### config.mk
export PLATFORM = sky130hd
export DESIGN_NAME = if_stage
export DESIGN_NICKNAME = d
export VERILOG_FILES = /design/src/rtl/if_stage_pkg.sv /design/src/rtl/if_stage_pc_reg.sv /design/src/rtl/if_stage.sv
export SDC_FILE = /design/constraint.sdc
export NUM_CORES = 1
export LEC_CHECK = 0
export ABC_AREA = 1
export CAP_MARGIN = 20
export CORE_MARGIN = 8
export CORE_UTILIZATION = 49
export CTS_CLUSTER_DIAMETER = 100
export DETAILED_ROUTE_END_ITERATION = 12
export HOLD_SLACK_MARGIN = 0.06
export PLACE_DENSITY_LB_ADDON = 0.3
export SLEW_MARGIN = 20
export SYNTH_ARGS = -nofsm -noshare
export SYNTH_HDL_FRONTEND = slang
export SYNTH_SLANG_ARGS = --single-unit
### constraint.sdc
create_clock -name clk -period 2.8 [get_ports clk]
set_input_delay 0.56 -clock clk [delete_from_list [all_inputs] [get_ports clk]]
set_output_delay 0.56 -clock clk [all_outputs]
set_load 0.05 [all_outputs]
### src/rtl/if_stage_pkg.sv
// Shared definitions for the instruction-fetch stage: NOP encoding, reset PC
// default, the IF/ID pipeline record and the PC increment helper.
package if_stage_pkg;

  localparam logic [31:0] NOP_INSTR        = 32'h0000_0000;
  localparam logic [31:0] RESET_PC_DEFAULT = 32'h0000_0000;

  typedef struct packed {
    logic [31:0] pc;
    logic [31:0] pc4;
    logic [31:0] instr;
    logic        valid;
  } if_id_t;

  // Wraps modulo 2^32 by construction of the 32-bit result.
  function automatic logic [31:0] pc_plus4(input logic [31:0] p);
    return p + 32'd4;
  endfunction

endpackage

### src/rtl/if_stage_pc_reg.sv
// Fetch program counter with next-PC selection: redirect, then stall hold,
// then sequential advance.
module pc_reg
  import if_stage_pkg::*;
#(
  parameter logic [31:0] RESET_PC = RESET_PC_DEFAULT
) (
  input  logic        clk,
  input  logic        rst,
  input  logic        stall,
  input  logic        redirect_en,
  input  logic [31:0] redirect_pc,
  output logic [31:0] pc
);

  logic [31:0] pc_p0;
  logic [31:0] target;

  // Low two bits of the target are dropped silently; fetch is word aligned.
  assign target = redirect_pc & ~32'h0000_0003;

  // Stage 0: fetch PC register
  always_ff @(posedge clk or negedge rst) begin
    if (!rst) begin
      pc_p0 <= RESET_PC;
    end else if (redirect_en) begin
      pc_p0 <= target;
    end else if (!stall) begin
      pc_p0 <= pc_plus4(pc_p0);
    end
  end

  assign pc = pc_p0;

endmodule

### src/rtl/if_stage.sv
// Instruction-fetch stage: drives the external instruction memory from the PC
// and captures the fetched word into the IF/ID pipeline register.
module if_stage
  import if_stage_pkg::*;
#(
  parameter logic [31:0] RESET_PC = RESET_PC_DEFAULT,
  parameter int          IMEM_AW  = 10
) (
  input  logic               clk,
  input  logic               rst,
  input  logic               stall,
  input  logic               flush,
  input  logic               redirect_en,
  input  logic [31:0]        redirect_pc,
  output logic [IMEM_AW-1:0] imem_addr,
  input  logic [31:0]        imem_rdata,
  output logic [31:0]        pc,
  output logic [31:0]        if_id_pc,
  output logic [31:0]        if_id_pc4,
  output logic [31:0]        if_id_instr,
  output logic               if_id_valid
);

  logic [31:0] pc4;
  if_id_t      if_id_p1;

  pc_reg #(
    .RESET_PC(RESET_PC)
  ) u_pc_reg (
    .clk        (clk),
    .rst        (rst),
    .stall      (stall),
    .redirect_en(redirect_en),
    .redirect_pc(redirect_pc),
    .pc         (pc)
  );

  assign pc4       = pc_plus4(pc);
  assign imem_addr = pc[IMEM_AW+1:2];

  // Stage 1: IF/ID register; a redirect squashes the wrong-path fetch even under stall
  always_ff @(posedge clk or negedge rst) begin
    if (!rst) begin
      if_id_p1 <= '0;
    end else if (redirect_en || flush) begin
      if_id_p1.pc    <= pc;
      if_id_p1.pc4   <= pc4;
      if_id_p1.instr <= NOP_INSTR;
      if_id_p1.valid <= 1'b0;
    end else if (!stall) begin
      if_id_p1.pc    <= pc;
      if_id_p1.pc4   <= pc4;
      if_id_p1.instr <= imem_rdata;
      if_id_p1.valid <= 1'b1;
    end
  end

  assign if_id_pc    = if_id_p1.pc;
  assign if_id_pc4   = if_id_p1.pc4;
  assign if_id_instr = if_id_p1.instr;
  assign if_id_valid = if_id_p1.valid;

endmodule

# After elaboration in Yosys (flattened, before gate mapping)
# Index checks and enable logic that the tools add are counted.
# word_totals
out_inout_bits	139
reg_bits	129
word_cells	13
# classes
muxes	4
addsub	1
n_reduce_logical	1
n_eq_ne	2
# op_table
op	count
2-to-1 mux 97 bit	2
2-to-1 mux 32 bit	2
adder 32 x 3 -> 32 bit (second input constant)	1
!= test 2 x 1 -> 1 bit (second input constant)	2
logical OR 1 bit	1

# Depth between registers and ports, before layout
# Gate-level depths: netlist (run 1).
# depth
word_depth	3
depth_mapped	10

# Modules after synthesis
# Synthesis (run 1) repeated with hierarchy kept, for this count alone.
# unflattened
hier_cells	920
area_unflattened_um2	6691.4
# modules_own_cells
module	cells_per_inst	seq_area_each_um2	area_per_inst_um2	n_inst
if_stage	579	2377.3	4494.3	1
pc_reg	341	750.7	2197.1	1

# Worst setup path before layout (run 1)
# OpenSTA, ideal clock, no wires.
# synth_timing
kind	reg2reg
from	register u_pc_reg.pc_p0[2], in the netlist u_pc_reg.pc[2]
to	register u_pc_reg.pc_p0[26], in the netlist u_pc_reg.pc[26]
path_stages_with_launch	9
setup_ps	118
path_buffers	0
path_slack_ps	967
t_arrival_ps	1715
path_cell_list	dfrtp_1 > ha_1 > nand2_1 > nor2_2 > nand2_4 > nor2_4 > nand3_1 > nand3_1 > nand2_1
# synth_via
elab_chain_len	3
# synth_lines
element	line	text
start, declared	if_stage_pc_reg.sv:16	logic [31:0] pc_p0;
start signal, assigned	if_stage_pc_reg.sv:27	pc_p0 <= target;
start signal, assigned	if_stage_pc_reg.sv:29	pc_p0 <= pc_plus4(pc_p0);
adder 32 x 3 -> 32 bit	if_stage_pkg.sv:17	return p + 32'd4;
2-to-1 mux 32 bit	if_stage_pc_reg.sv:28	end else if (!stall) begin
2-to-1 mux 32 bit	if_stage_pc_reg.sv:26	end else if (redirect_en) begin
# Every way passes these cells. The select of a mux whose other input is x is not followed.
# A chain may end at the register's enable or synchronous reset.

# Final worst setup path (run 1)
# layout_timing
from	register u_pc_reg.pc_p0[10], in the netlist u_pc_reg.pc[10]
to	output port pc[10]
# layout_rtl
element	line	text
end, declared	if_stage.sv:17	output logic [31:0] pc,
# No word-level cell between the ends.

==> results of run 1 <==
## layout make-up
type | instances | area share (%)
tap | 147 | 2.17
timing repair buffer | 210 | 24.8
multi-input combinational | 511 | 27.4
inverter | 55 | 2.44
clock inverter | 12 | 1.45
clock buffer | 20 | 5.39
sequential | 123 | 36.4
## stage by stage
stage	instance area (sq um)	util, %
2_1_floorplan	5930	-
3_3_place_gp	7890	66.2
3_5_place_dp	7890	66.2
4_1_cts	8470	71.1
5_1_grt	8470	71.1
6_report	8470	71.1
## per-layer routing
layer	vias to the layer above	GRT usage (%)	share of wire (%)
li1	2632	-	-
met1	2593	25.8	41
met2	196	35.7	46
met3	31	10.0	10
met4	0	9.13	2.3
met5	-	0	0
## kinds of logic (layout without fill, tap and decap cells)
group | after synthesis | count (layout) | synth area share, %
compound gates | 65 | 65 | 6.49
xor+xnor | 15 | 15 | 2.48
fa+ha+maj | 1 | 1 | 0.212
buf+inv | 102 | 297 | 9.01
flops | 123 | 123 | 52.0
other cells | 1 | 6 | 0.0634
simple gates | 424 | 424 | 29.7
## cell usage after synthesis (8+ instances only)
| library cell | instances |
|---|---|
| nand2_1 | 318 |
| buf_2 | 8 |
| a22o_1 | 8 |
| xor2_1 | 12 |
| nand3_1 | 55 |
| nor2_2 | 8 |
| inv_1 | 50 |
| clkbuf_1 | 11 |
| nor2_1 | 32 |
| buf_6 | 10 |
| buf_4 | 17 |
| dfrtp_1 | 123 |
| o21ai_0 | 46 |
## power by group
part | switching [mW] | internal, mW
sequential | 0.150 | 1.95
clock | 0.786 | 1.35
combinational | 1.07 | 0.510
## worst register-to-register path: cells and delay by family (launching register included)
kind	cells	cell delay (ps)
fa+ha+maj	1	280
simple gates	9	930
flops	1	480
## worst paths after layout
| check | end | slack (ps) | cells after the start |
|---|---|---|---|
| setup / recovery | pc[10] | 420 | 1 |
| hold / removal | if_id_pc[8]$_DFFE_PN0P_ | 150 | 1 |
| setup reg to reg | u_pc_reg.pc[20]$_DFFE_PN0N_ | 1000 | 10 |
| hold reg to reg | if_id_instr[7]$_DFFE_PN0P_ | 470 | 2 |
| max in group asynchronous | u_pc_reg.pc[26]$_DFFE_PN0N_ | 2010 | 2 |
| min in group clk | if_id_instr[7]$_DFFE_PN0P_ | 470 | 2 |
==> summary.md, run 1 <==
| Metric | Value |
|---|---|
| TritonCTS buffer count | `17` |
| TritonCTS clock tree | `built` |
| Req. time, crit path | `between 2000 and 2500 ps` |
| Placer Congestion | `approximately 0.85` |
| Pwr dens | `just under 700 nW/um^2` |
| Number of global-route vias before repair | `between 5000 and 6000` |
| Cells after DPL | `~1000` |
| Fillcell total | `between 900 and 1000` |
| Count of cell types in the netlist | `29` |
| Total power | `approximately 5.8 mW` |
| Crit Path Category | `flip-flop to output pin` |
| Wire length of the first global-routing pass | `approximately 28 mm` |
| Total wire length | `approximately 17 mm` |
| Cell Rows | `40` |
| Area Overhead vs Synth | `43.2%` |
| Synthesized area per cell | `8.09 sq um` |
| Initial core utilization | `roughly half` |
| Number of synthesized flops with an enable pin | `0` |
| Post-CTS Setup Inserts | `0` |
| CTS resizes | `0` |
| Clk buf depth | `2` |
| Synth warnings | `0` |
| DRC | `0` |
| Post-synth top area cell | `dfrtp_1` |
| Seq cells post-synth | `123` |
| CP Capture Type | `output pin` |
| Crit-path cells | `clkdlybuf4s50_1` |
| Critical path arrival | `1820 ps` |
| Via Count | `roughly 5500` |
| Crit path time final | `about 2400 ps` |
| CP max FO | `7` |
| Final setup viols | `0` |
| Clk_lat worst skew | `410 ps` |
| Register area | `between 3000 and 4000 sq um` |
| Async SR Flop Fraction | `100%` |
| Status | `finished clean` |
| Total die area | `approximately 16000 sq um` |
| R2r startpoint | `u_pc_reg.pc[2]$_DFFE_PN0N_` |
| GR Overflow Total | `0` |
| Htree depth | `4` |
| Worst path bufs/invs | `1` |
| Hold slack final | `between 150 and 200 ps` |
| Routed Antenna Nets | `0` |
| Die height | `126 um` |
| Number of hold violations in the final report | `0` |
| Slew HR | `between 60% and 70%` |
| WL per Instance | `16.2 um` |
| Crit path launch | `u_pc_reg.pc[10]$_DFFE_PN0N_` |
| Core Area | `between 10000 and 15000 sq um` |
| Total Neg Setup Slack | `0 ps` |
| Die Span X | `126 um` |
| Synth Instances | `around 730` |
| Port buffer count | `about 200` |
| PnR worst setup slack | `around 420 ps` |
| GRT Util Overall | `roughly 22%` |
| Max FFs per register | `32` |
| Peak VDD IR | `between 0.3 and 0.4 mV` |
| Final Max Slew Viols | `0` |
| Root Buffer | `clkbuf_16` |
| Worst slew pin tran | `roughly 600 ps` |
| Hold Crit Class | `primary input to asynchronous set/reset pin` |
| Worst stage delay on the critical path | `890 ps` |
| Crit path max-delay family | `buffers and inverters` |
| Area share of the largest cell type after synthesis | `between 50% and 60%` |
| Antenna diodes | `0` |
| RSZ-0062 raised after global routing | `false` |
| Final Skew | `4.47 ps` |
| Final period util | `around 85%` |
| FMAX | `~420 MHz` |
| First-pass iteration count of the detailed router | `5` |
| CTS Sinks | `123` |
| Slowest-stage cell, CP | `clkdlybuf4s50_1` |
| Main synth FF type | `dfrtp_1` |
| Most common cell after layout, fill and taps aside | `nand2_1` |
| Drt via density | `slightly above 5` |
| Clock transition at the registers of the reported paths | `around 50 ps` |
| Post-layout nets | `between 900 and 1000` |
| # IOs | `between 200 and 250` |
| Largest net degree at the start of global routing | `47` |
| Area contributors post-synth | `dfrtp_1 52%, nand2_1 20%, nand3_1 4.7%, o21ai_0 3.9%, inv_1 3.2%` |
| Mapped cell area | `roughly 6000 sq um` |
| Sequential-to-total area share from yosys stat | `between 50% and 60%` |
| Antenna violations before repair | `0` |
| Max-capacitance violation count | `0` |
| Layout Cells excl Fill | `~1100` |
| DP HPWL | `~13 mm` |
| Iter 0 DRT Violations | `approximately 420` |
| CTS Hold Bufs | `0` |
| Multi-input gate area | `2320 sq um` |
| Crit start category | `flip-flop` |
| Pleak | `around 4 nW` |
| Layout cells sized above 1 | `approximately 7.1%` |
| Most frequent cells in the layout | `318 x nand2_1, 198 x clkdlybuf4s50_1, 123 x dfrtp_1, 55 x nand3_1, 50 x inv_1` |
| Setup WS pre-CTS | `~570 ps` |
Power figures use the tool's default switching activity.
==> run 2, diff against run 1 <==
- CORE_ASPECT_RATIO: default -> 0.7
==> summary.md, run 2 (synthesis gave the netlist of run 1 again) <==
| Metric | Value |
|---|---|
| Status | `finished clean (unchanged)` |
| Post-CTS Setup Inserts | `0 (unchanged)` |
| Hold Crit Class | `primary input to asynchronous set/reset pin (unchanged)` |
| DP HPWL | `13.6 mm (was 12.8 mm)` |
| Reg-to-Reg End | `if_id_pc4[24]$_DFFE_PN0P_ (was u_pc_reg.pc[20]$_DFFE_PN0N_)` |
| Post-layout nets | `987 (was 988)` |
| Worst path bufs/invs | `1 (unchanged)` |
| Slowest-stage cell, CP | `clkdlybuf4s50_1 (unchanged)` |
| Die Span X | `147 um (was 126 um)` |
| Total Neg Setup Slack | `0 ps (unchanged)` |
| Number of hold violations in the final report | `0 (unchanged)` |
| Worst slew pin tran | `581 ps (was 587 ps)` |
| Clk_lat worst skew | `410 ps (about the same)` |
| CTS Hold Bufs | `0 (unchanged)` |
| Critical path arrival | `1850 ps (was 1820 ps)` |
| Antenna violations before repair | `0 (unchanged)` |
| PnR worst setup slack | `393 ps (was 417 ps)` |
| Critical Path Stages | `1 (unchanged)` |
| Crit path max-delay family | `buffers and inverters (unchanged)` |
| Most frequent cells in the layout | `318 x nand2_1, 198 x clkdlybuf4s50_1, 123 x dfrtp_1, 55 x nand3_1, 50 x inv_1 (unchanged)` |
| Peak VDD IR | `0.564 mV (was 0.327 mV)` |
| CTS Sinks | `123 (unchanged)` |
| TritonCTS buffer count | `17 (unchanged)` |
| Number of global-route vias before repair | `5298 (was 5523)` |
| Final Max Slew Viols | `0 (unchanged)` |
| Largest net degree at the start of global routing | `72 (was 47)` |
| Antenna diodes | `0 (unchanged)` |
| # IOs | `208 (unchanged)` |
| Placer Congestion | `0.918 (was 0.846)` |
| FMAX | `415 MHz (was 420 MHz)` |
| Crit-path cells | `clkdlybuf4s50_1 (unchanged)` |
| Wire length of the first global-routing pass | `29.4 mm (was 28.4 mm)` |
| Initial core utilization | `50.4% (was 49.7%)` |
| Clk buf depth | `2 (unchanged)` |
| Via Count | `5497 (was 5452)` |
| Worst reg2reg path depth | `10 (unchanged)` |
| CP max FO | `9 (was 7)` |
| RSZ-0062 raised after global routing | `false (unchanged)` |
| Routed Antenna Nets | `0 (unchanged)` |
| R2r startpoint | `u_pc_reg.pc[2]$_DFFE_PN0N_ (unchanged)` |
| DRC | `0 (unchanged)` |
| Final period util | `86.0% (was 85.1%)` |
| Layout Cells excl Fill | `1087 (was 1078)` |
| Area Overhead vs Synth | `43.9% (was 43.2%)` |
| Root Buffer | `clkbuf_16 (unchanged)` |
| Port buffer count | `199 (unchanged)` |
| CTS resizes | `0 (unchanged)` |
| Core Area | `11700 sq um (was 11900 sq um)` |
| Final setup viols | `0 (unchanged)` |
| Htree depth | `4 (unchanged)` |
| Setup WS pre-CTS | `512 ps (was 573 ps)` |
| GRT Util Overall | `23.6% (was 22.3%)` |
| Req. time, crit path | `2240 ps (about the same)` |
| Total wire length | `18.7 mm (was 17.4 mm)` |
| Total die area | `15900 sq um (was 15800 sq um)` |
| Core Util, Final | `72.6% (was 71.1%)` |
| Fillcell total | `904 (was 986)` |
| Cell Rows | `33 (was 40)` |
| Slew HR | `61.1% (was 60.8%)` |
| Max FFs per register | `32 (unchanged)` |
| Iter 0 DRT Violations | `423 (unchanged)` |
| Die height | `108 um (was 126 um)` |
| TritonCTS clock tree | `built (unchanged)` |
| WL per Instance | `17.2 um (was 16.2 um)` |
| Layout cells sized above 1 | `7.10% (was 7.09%)` |
| GR Overflow Total | `0 (unchanged)` |
| Pleak | `4.01 nW (was 4.00 nW)` |
| Pwr dens | `703 nW/um^2 (was 686 nW/um^2)` |
| Worst stage delay on the critical path | `880 ps (was 890 ps)` |
| Crit Path Category | `flip-flop to output pin (unchanged)` |
| Cells after DPL | `1055 (was 1046)` |
| Crit path time final | `2410 ps (was 2380 ps)` |
| R2R setup slack | `840 ps (was 1000 ps)` |
| Final Skew | `6.89 ps (was 4.47 ps)` |
| Drt via density | `5.06 (about the same)` |
| Most common cell after layout, fill and taps aside | `nand2_1 (unchanged)` |
| Clock transition at the registers of the reported paths | `60 ps (was 50 ps)` |
| CP Capture Type | `output pin (unchanged)` |
| Crit start category | `flip-flop (unchanged)` |
| First-pass iteration count of the detailed router | `7 (was 5)` |
| Max-capacitance violation count | `0 (unchanged)` |
run 2: cell types whose count changed in the layout (fill, tap and decap cells not counted), sizes merged:
cell    change
buf         -1
bufinv      +1
clkbuf      -1
clkinv      -1
inv         +1
run 2: power breakdown:
| part | internal (mW) | switching [mW] |
|---|---|---|
| logic | 0.509 | 1.08 |
| registers | 1.95 | 0.157 |
| clock network | 1.45 | 0.842 |
| total | 3.91 | 2.08 |
run 2: routing by layer:
| layer | GRT usage [%] | part of all wire [%] | vias up | routed length [um] |
|---|---|---|---|---|
| li1 | - | - | 2624 | - |
| met1 | 31.4 | 42 | 2620 | 7810 |
| met2 | 37.4 | 48 | 231 | 8970 |
| met3 | 5.67 | 8.8 | 22 | 1650 |
| met4 | 8.48 | 1.5 | 0 | 282 |
| met5 | 0 | 0 | - | 0 |
run 2: worst max path at each step:
stage	startpoint	endpoint	slack, ps
final	u_pc_reg.pc[4]$_DFFE_PN0N_	imem_addr[2]	390
after global routing	u_pc_reg.pc[4]$_DFFE_PN0N_	imem_addr[2]	350
after CTS	u_pc_reg.pc[4]$_DFFE_PN0N_	imem_addr[2]	380
after detailed placement	redirect_en	u_pc_reg.pc[9]$_DFFE_PN0N_	510
after global placement	redirect_en	u_pc_reg.pc[9]$_DFFE_PN0N_	540
after floorplan	u_pc_reg.pc[2]$_DFFE_PN0N_	u_pc_reg.pc[26]$_DFFE_PN0N_	970
run 2: stage by stage:
step,hold slack (ps),power [mW],instance area [sq um]
5_1_grt,76.8,6.22,8510
6_report,64.1,5.99,8510
4_1_cts,67.8,6.01,8510
3_3_place_gp,453,3.70,7890
2_1_floorplan,264,3.11,5930
3_5_place_dp,458,3.72,7890
run 2: layout make-up:
cell class	count	area [sq um]	area share, %
Timing Repair Buffer	209	2090	24.5
Sequential cell	123	3080	36.2
Tap cell	157	196	2.31
Inverter	55	206	2.43
Clock buffer	19	453	5.32
Clock inverter	13	168	1.97
Multi-Input combinational cell	511	2320	27.3
